[src/rtl/rtc_pkg.sv]
// Shared constants, time-of-day record and hour formatting for the HH:MM:SS counter.
package rtc_pkg;

  localparam logic [5:0] SEC_MAX = 6'd59;
  localparam logic [5:0] MIN_MAX = 6'd59;
  localparam logic [4:0] HR_MAX  = 5'd23;
  localparam logic [5:0] DP_SEP  = 6'b010100;

  typedef struct packed {
    logic [4:0] hr;
    logic [5:0] min;
    logic [5:0] sec;
  } rtc_time_t;

  // 24-hour value to 1..12 display hour; midnight and noon both show 12.
  function automatic logic [4:0] to12h(input logic [4:0] hr);
    if (hr == 5'd0)
      return 5'd12;
    else if (hr > 5'd12)
      return hr - 5'd12;
    else
      return hr;
  endfunction

endpackage

[src/rtl/rtc_prescaler.sv]
// Clock prescaler producing the one-cycle time-advance strobe at the normal or fast rate.
module rtc_prescaler #(
  parameter int CLK_FREQ = 50_000_000,
  parameter int FAST_DIV = 10,
  parameter int CNT_W    = 26
) (
  input  logic clk,
  input  logic rst_n,
  input  logic run,
  input  logic fast,
  input  logic clr,
  output logic tick_stb
);

  localparam logic [CNT_W-1:0] LIM_SLOW = CNT_W'(CLK_FREQ - 1);
  localparam logic [CNT_W-1:0] LIM_FAST = CNT_W'(CLK_FREQ / FAST_DIV - 1);

  logic [CNT_W-1:0] cnt;
  logic [CNT_W-1:0] lim;
  logic             fast_q;
  logic             fast_chg;

  always_comb begin
    lim      = fast ? LIM_FAST : LIM_SLOW;
    fast_chg = fast ^ fast_q;
    tick_stb = run & ~fast_chg & (cnt == lim);
  end

  // A rate change restarts the count so cnt can never sit above the new limit.
  always_ff @(posedge clk) begin
    if (!rst_n) begin
      cnt    <= '0;
      fast_q <= fast;
    end else begin
      fast_q <= fast;
      if (clr || fast_chg)
        cnt <= '0;
      else if (run)
        cnt <= (cnt == lim) ? '0 : cnt + CNT_W'(1);
    end
  end

endmodule

[src/rtl/rtc_hms_counter.sv]
// HH:MM:SS time-of-day counter with 12/24 h display formatting for the 6-digit display.
// Optional alarm block enabled by defining RTC_ALARM_EN.
module rtc_hms_counter
  import rtc_pkg::*;
#(
  parameter int CLK_FREQ = 50_000_000,
  parameter int FAST_DIV = 10,
  parameter int CNT_W    = 26
) (
  input  logic        clk,
  input  logic        rst_n,
  input  logic        run,
  input  logic        fast,
  input  logic        mode_12h,
  input  logic        set_valid,
  input  logic [4:0]  set_hr,
  input  logic [5:0]  set_min,
  input  logic [5:0]  set_sec,
  output logic        set_err,
  output logic [19:0] data,
  output logic [5:0]  point,
  output logic        en,
  output logic        sign,
  output logic        pm,
  output logic        tick,
  output logic        day_wrap
`ifdef RTC_ALARM_EN
  ,
  input  logic        alarm_set,
  input  logic [4:0]  alarm_hr,
  input  logic [5:0]  alarm_min,
  input  logic        alarm_on,
  input  logic        alarm_ack,
  output logic        alarm_ring
`endif
);

  rtc_time_t   t;
  rtc_time_t   t_inc;
  logic        tick_stb;
  logic        load_ok;
  logic        load_bad;
  logic        tick_app;
  logic        wrap_now;
  logic        tick_d;
  logic        dw_d;
  logic        al_bad;
  logic [4:0]  hd;
  logic [19:0] disp;

  rtc_prescaler #(
    .CLK_FREQ (CLK_FREQ),
    .FAST_DIV (FAST_DIV),
    .CNT_W    (CNT_W)
  ) u_prescaler (
    .clk      (clk),
    .rst_n    (rst_n),
    .run      (run),
    .fast     (fast),
    .clr      (load_ok),
    .tick_stb (tick_stb)
  );

  always_comb begin
    load_ok  = set_valid && (set_hr <= HR_MAX) && (set_min <= MIN_MAX) && (set_sec <= SEC_MAX);
    load_bad = set_valid && !load_ok;
    tick_app = tick_stb && !load_ok;

    t_inc    = t;
    wrap_now = 1'b0;
    if (t.sec == SEC_MAX) begin
      t_inc.sec = '0;
      if (t.min == MIN_MAX) begin
        t_inc.min = '0;
        if (t.hr == HR_MAX) begin
          t_inc.hr = '0;
          wrap_now = 1'b1;
        end else begin
          t_inc.hr = t.hr + 5'd1;
        end
      end else begin
        t_inc.min = t.min + 6'd1;
      end
    end else begin
      t_inc.sec = t.sec + 6'd1;
    end

    hd   = mode_12h ? to12h(t.hr) : t.hr;
    disp = 20'(hd) * 20'd10000 + 20'(t.min) * 20'd100 + 20'(t.sec);
  end

  // tick/day_wrap go through one extra stage so they line up with the new data value.
  always_ff @(posedge clk) begin
    if (!rst_n) begin
      t        <= '0;
      data     <= '0;
      point    <= '0;
      en       <= 1'b0;
      sign     <= 1'b0;
      pm       <= 1'b0;
      tick     <= 1'b0;
      day_wrap <= 1'b0;
      set_err  <= 1'b0;
      tick_d   <= 1'b0;
      dw_d     <= 1'b0;
    end else begin
      en       <= 1'b1;
      sign     <= 1'b0;
      data     <= disp;
      pm       <= (t.hr >= 5'd12);
      point    <= t.sec[0] ? 6'b000000 : DP_SEP;
      tick_d   <= tick_app;
      dw_d     <= tick_app & wrap_now;
      tick     <= tick_d;
      day_wrap <= dw_d;
      set_err  <= load_bad | al_bad;
      if (load_ok)
        t <= '{hr: set_hr, min: set_min, sec: set_sec};
      else if (tick_app)
        t <= t_inc;
    end
  end

`ifdef RTC_ALARM_EN
  logic [4:0] al_hr;
  logic [5:0] al_min;
  logic       t_chg;
  logic [5:0] ring_left;

  assign al_bad = alarm_set && ((alarm_hr > HR_MAX) || (alarm_min > MIN_MAX));

  // t_chg marks that t was rewritten last edge, so a match is seen once per arrival.
  always_ff @(posedge clk) begin
    if (!rst_n) begin
      al_hr      <= '0;
      al_min     <= '0;
      t_chg      <= 1'b0;
      ring_left  <= '0;
      alarm_ring <= 1'b0;
    end else begin
      if (alarm_set && !al_bad) begin
        al_hr  <= alarm_hr;
        al_min <= alarm_min;
      end
      t_chg <= load_ok | tick_app;
      if (alarm_ack || !alarm_on) begin
        alarm_ring <= 1'b0;
        ring_left  <= '0;
      end else if (t_chg && (t.hr == al_hr) && (t.min == al_min) && (t.sec == 6'd0)) begin
        alarm_ring <= 1'b1;
        ring_left  <= 6'd60;
      end else if (alarm_ring && tick_app) begin
        if (ring_left == 6'd1)
          alarm_ring <= 1'b0;
        ring_left <= ring_left - 6'd1;
      end
    end
  end
`else
  assign al_bad = 1'b0;
`endif

endmodule

[config.mk]
export PLATFORM = sky130hd
export DESIGN_NAME = rtc_hms_counter
export DESIGN_NICKNAME = d
export VERILOG_FILES = /design/src/rtl/rtc_pkg.sv /design/src/rtl/rtc_prescaler.sv /design/src/rtl/rtc_hms_counter.sv
export SDC_FILE = /design/constraint.sdc
export NUM_CORES = 1
export LEC_CHECK = 0
export BUFFER_PORTS_ARGS = -buffer_cell sky130_fd_sc_hd__buf_2
export CAP_MARGIN = 30
export CORE_UTILIZATION = 60
export CTS_CLUSTER_DIAMETER = 150
export DETAILED_ROUTE_END_ITERATION = 8
export GPL_TIMING_DRIVEN = 1
export PLACE_DENSITY = 0.81
export REMOVE_ABC_BUFFERS = 1
export SETUP_SLACK_MARGIN = 0.1
export SYNTH_ARGS = -nofsm -noshare
export SYNTH_HDL_FRONTEND = slang
export SYNTH_HIERARCHICAL = 1
export SYNTH_SLANG_ARGS = --single-unit
[constraint.sdc]
create_clock -name clk -period 7.5 [get_ports clk]
set_input_delay 2.25 -clock clk [delete_from_list [all_inputs] [get_ports clk]]
set_output_delay 2.25 -clock clk [all_outputs]
set_load 0.05 [all_outputs]
==> metrics.cfg, run 1 <==
[hold_path]
min_path_type=flop to flop

[floorplan]
dieArea_um2=8900
start_util_pct=62.3
die_w_um=94.4
boundaryPins=55
fp-row-count=33
dieHeight_um=94.4
core_area_um2=8220

[cts]
cts_resized=0
numCtsBuffers=9
cts.htree.levels=3
clk_pin_slew_ps=70
clockBufferDepth=2
worstSkewPairLatency_ps=350
cts-root-buf=clkbuf_8
cts_num_sinks=72
post-cts-setup-buffers=0
hold_buffers=0
cts_tree=built

[sta]
fin_crit_sh_pct=81.5
worst_pin_slew_ps=967
hold_viol_final=0
fmax_mhz=164
setup_violations=0
finClkSkew_ps=12.3
min_period_ps=6110
slew_violations=0
rsz0062_at_grt=no
slew_headroom_pct=35.4
finalSetupTns_ps=0
worst_slack_ps=1390

[logic_synthesis]
yosys_warnings=6
netlist_instances=582
synthTopCellsByArea=dfxtp_1, ha_1, xnor2_1, nor2_1, fa_1
synth_ff_type=dfxtp_1
synth_top_area_share_pct=28.2
syn_avg_cell_area_um2=8.79
synth_edf_count=0
synth_seq_cells=72
async_flop_share_pct=0
ys_seq_area_share_pct=28.2
synth_top_area_cell=dfxtp_1
syn_area_um2=5120
yosysUniqueCellTypes=70

[grt]
grt_pass1_vias=4072
grt_antenna_before_repair=0
grt_overflow_total=0
grt_max_degree=32
grtUsageTotal_pct=25.5
grt_pass1_wl_um=17900

[layout]
fin_util_pct=67.8
top_register=u_prescaler/cnt
mostFrequentLayoutCells=ha_1, dfxtp_1, buf_2, nor2_1, nand2_1
n_antenna_cell=0
largest_reg_flops=26
fill_cells=653
largest_registers=u_prescaler/cnt: 26 flops, data: 20 flops, t: 17 flops
final_common_cell=ha_1
syn_to_final_growth_pct=8.83
finalNetCount=726
drive_gt1_share_pct=13.9

[routing]
drc=0
first_iter_violations=206
routed_wl_um=10900
routed_via_density=5.97
drtAntennaViolNets=0
wire_per_inst_um=15.0
vias=4360
firstDrtPassIters=5

[worst_setup_path]
r2r-end=data[17]
r2r_cells=21
crit_fanout=5
crit_path_start=mode_12h
cp-end-kind=flop
crit_end=data[17]
critPathKind=input pin to flop
critPathArrivalTime_ps=6360
reg2reg_from=t[14]
worst_setup_path_start_kind=input pin
cp.required_ps=7740
rrSetupSlack_ps=2460

[placement]
io_buffers=49
preCtsSetupSlack_ps=1050
post-dp-hpwl_um=8290
gp_congestion=0.898

[power]
p_leak_nw=2.54
power_density_nw_per_um2=217
ir_worst_vdd_mv=0.138

[flow_run]
maxCapViolations=0

[outcome]
status=complete, no violations

[synth_stat cells, types with 2 or more instances]
cell / n
inv_1: 34
nor3b_1: 2
xor2_1: 15
o31ai_1: 7
nand4_1: 10
o21a_1: 6
a211oi_1: 17
dfxtp_1: 72
a22oi_1: 5
a311oi_1: 4
and4_1: 5
and3_1: 9
fa_1: 8
nor2_1: 44
and2_1: 11
nand3_1: 21
a21oi_2: 2
nand2b_1: 2
ha_1: 75
nor4_1: 3
a21o_1: 8
nand2_1: 38
nor2b_1: 3
buf_2: 8
nor3_1: 23
or3_1: 9
buf_4: 9
or4_1: 5
o2111a_2: 2
o2111ai_1: 2
nand4b_1: 2
o21ai_1: 3
clkbuf_1: 11
o21ai_0: 24
xnor2_1: 24
a21oi_1: 23
o221ai_1: 3
[worst min path at each step]
stage,end,slack [ps],start,cells after the start
floorplan,day_wrap,410,dw_d,1
finish,tick,450,tick_d,1
detailed placement,tick,440,tick_d,1
global placement,day_wrap,420,dw_d,1
CTS,tick,450,tick_d,1
global route,day_wrap,470,dw_d,1
[metrics by stage]
| step | hold slack (ps) | std cells | power (mW) | cell area (µm²) |
|---|---|---|---|---|
| after floorplan | 412 | 559 | 0.801 | 4990 |
| after global placement | 424 | 714 | 0.889 | 5370 |
| after detailed placement | 441 | 714 | 0.901 | 5370 |
| after CTS | 455 | 730 | 1.21 | 5570 |
| after global routing | 472 | 730 | 1.28 | 5570 |
| final | 450 | 730 | 1.21 | 5570 |
[cell type report]
| class | instances | area (µm²) | area share (%) |
|---|---|---|---|
| repair buffers | 50 | 253 | 4.54 |
| clock buffers | 11 | 141 | 2.54 |
| well taps | 105 | 131 | 2.36 |
| inverters | 35 | 131 | 2.36 |
| flip-flops and latches | 72 | 1440 | 25.9 |
| multi-input cells | 452 | 3410 | 61.3 |
| clock inverters | 5 | 56.3 | 1.01 |
[worst max-delay path: stages]
cell	delay, ps
buf_2	110
o21ai_0	130
xnor2_1	160
and2_1	180
inv_1	180
ha_1	270
ha_1	290
ha_1	300
ha_1	280
a211oi_4	270
nor2_1	100
xor2_1	150
ha_1	300
ha_1	360
nand2_1	140
nor2_1	60
and3_1	190
o31a_4	340
and4_4	140
o21a_1	160
[logic make-up after synthesis]
family	after synthesis	share of synthesized area, %
adders and majority gates	83	21.5
and+or+nand+nor	203	21.4
AOI/OAI and AO/OA	119	16.3
muxes	2	0.416
other	1	0.0733
xor gates and xnor gates	39	6.67
DFF	72	28.2
buffers and inverters	63	5.48
[routing by layer]
layer,wire [µm],share of wire (%),up-vias,GRT usage (%)
li1,-,-,2166,-
met1,4850,44,2056,31.2
met2,5440,50,112,43.7
met3,406,3.7,26,4.59
met4,254,2.3,0,10.9
met5,0,0,-,0
[power by group]
group | total (mW) | leakage (nW) | internal (mW) | switching [mW]
clock network | 0.308 | 0.0993 | 0.162 | 0.146
registers | 0.434 | 0.589 | 0.415 | 0.0190
logic | 0.465 | 1.85 | 0.163 | 0.302
total | 1.21 | 2.54 | 0.740 | 0.467
(Power assumes the default switching activity.)
==> inputs of run 2 (changes only) <==
CORE_UTILIZATION = 54   (was 60)
PLACE_DENSITY = 0.77   (was 0.81)
clock period = 5.2 ns   (was 7.5 ns; I/O delays follow)
==> metrics.cfg, run 2 (same netlist as run 1, synthesis figures left out) <==
[outcome]
status=complete, no violations

[layout]
fill_cells=751
final_area_um2=6020
largest_registers=u_prescaler/cnt: 26 flops, data: 20 flops, t: 17 flops
multiInputGateArea_um2=3610
layoutNonFillerInstCount=766
final_common_cell=dfxtp_1
n_antenna_cell=0
mostFrequentLayoutCells=dfxtp_1, ha_1, buf_2, nor2_1, nand2_1
drive_gt1_share_pct=21.2
largest_reg_flops=26
finalNetCount=756
syn_to_final_growth_pct=17.6
seqCellArea_um2=1440
top_register=u_prescaler/cnt

[placement]
gp_congestion=0.874
placedCellCount=750
dpl_cell_area_um2=5600
io_buffers=49
post-dp-hpwl_um=8610

[floorplan]
dieHeight_um=99.4
fp-row-count=35
boundaryPins=55
dieArea_um2=9870
core_area_um2=9200
die_w_um=99.4
start_util_pct=55.6

[cts]
clockBufferDepth=2
worstSkewPairLatency_ps=360
cts-root-buf=clkbuf_8
cts_num_sinks=72
cts_tree=built
numCtsBuffers=9
hold_buffers=0
post-cts-setup-buffers=0
clk_pin_slew_ps=80
cts.htree.levels=3

[worst_setup_path]
critPathArrivalTime_ps=5230
critPathMaxStageDelay_ps=360
crit_fanout=4
path_cells=buf_2 > o21ai_0 > buf_4 > xnor2_1 > and2_1 > inv_1 > buf_4 > ha_4 > ha_4 > ha_4 > a211oi_4 > nor2_1 > xor2_1 > ha_1 > ha_4 > nand2_2 > nor2_1 > and3_1 > o31a_4 > and4_4 > o21a_1
worst_setup_path_start_kind=input pin
cp.required_ps=5460
crit_path_top_delay_cell=o31a_4
critPathKind=input pin to flop
cp-end-kind=flop
cp_common_cell=ha_4

[sta]
fin_crit_sh_pct=95.7
slew_headroom_pct=31.6
slew_violations=0
setup_violations=0
holdWs_ps=448
hold_viol_final=0
finClkSkew_ps=18.4
fmax_mhz=201
min_period_ps=4980
worst_pin_slew_ps=1030
rsz0062_at_grt=yes

[power]
ir_worst_vdd_mv=0.157
p_total_mw=1.98
power_density_nw_per_um2=329
p_leak_nw=2.69

[grt]
grt_max_degree=32
grt_pass1_vias=4230
grt_antenna_before_repair=0
grt_pass1_wl_um=19300
grt_overflow_total=0
grtUsageTotal_pct=24.4

[routing]
first_iter_violations=182
wire_per_inst_um=15.5
routed_wl_um=11900
firstDrtPassIters=4
drtAntennaViolNets=0
routed_via_density=5.85
drc=0
vias=4480

[hold_path]
min_path_type=flop to flop

[flow_run]
maxCapViolations=0

run 2: power by group:
group	switching, mW	leakage (nW)	internal, mW
Combinational	0.502	1.99	0.368
Clock	0.220	0.109	0.261
Sequential	0.0283	0.589	0.599
Total	0.751	2.69	1.23
run 2: through the flow:
step                setup TNS [ps]  worst slack, ps  util [%]
floorplan                    -1550             -429         -
global placement             -1240             -300      60.9
detailed placement           -1830             -387      60.9
CTS                              0             89.1      63.9
global route                     0             60.8      65.4
finish                           0              224      65.4
run 2: repair_timing:
item                                    4_1_cts  5_1_grt
endpoints found under the setup margin        5        6
pin swaps                                     1        3
resized for setup                             7       15
gates cloned                                  0        0
run 2: path summary, 6_finish.rpt:
check             slack, ps      from        to  cells past startpoint
hold / removal          450    tick_d      tick                      1
setup reg to reg        610     t[12]  data[17]                     23
setup / recovery        220  mode_12h  data[17]                     21
hold reg to reg         450    tick_d      tick                      1
run 2: area by class of cell:
type	count	share of cell area (%)
tap	111	2.31
timing repair buffer	80	7.94
sequential	72	24.0
clock inverter	4	0.852
multi-input combinational	452	60.0
inverter	35	2.18
clock buffer	12	2.74
run 2: layer usage:
metal	share of wire (%)	vias to the layer above	track usage (%)
met5	0	-	0
met4	1.5	0	9.16
met3	3.4	20	5.27
met2	52	90	43.4
met1	43	2152	28.7
li1	-	2218	-
run 2: worst max-delay path: cells and delay by family:
family          cells  cell delay [ps]
compound gates      4              830
xor+xnor            2              250
fa+ha+maj           5             1370
buf+inv             4              530
simple gates        6              710
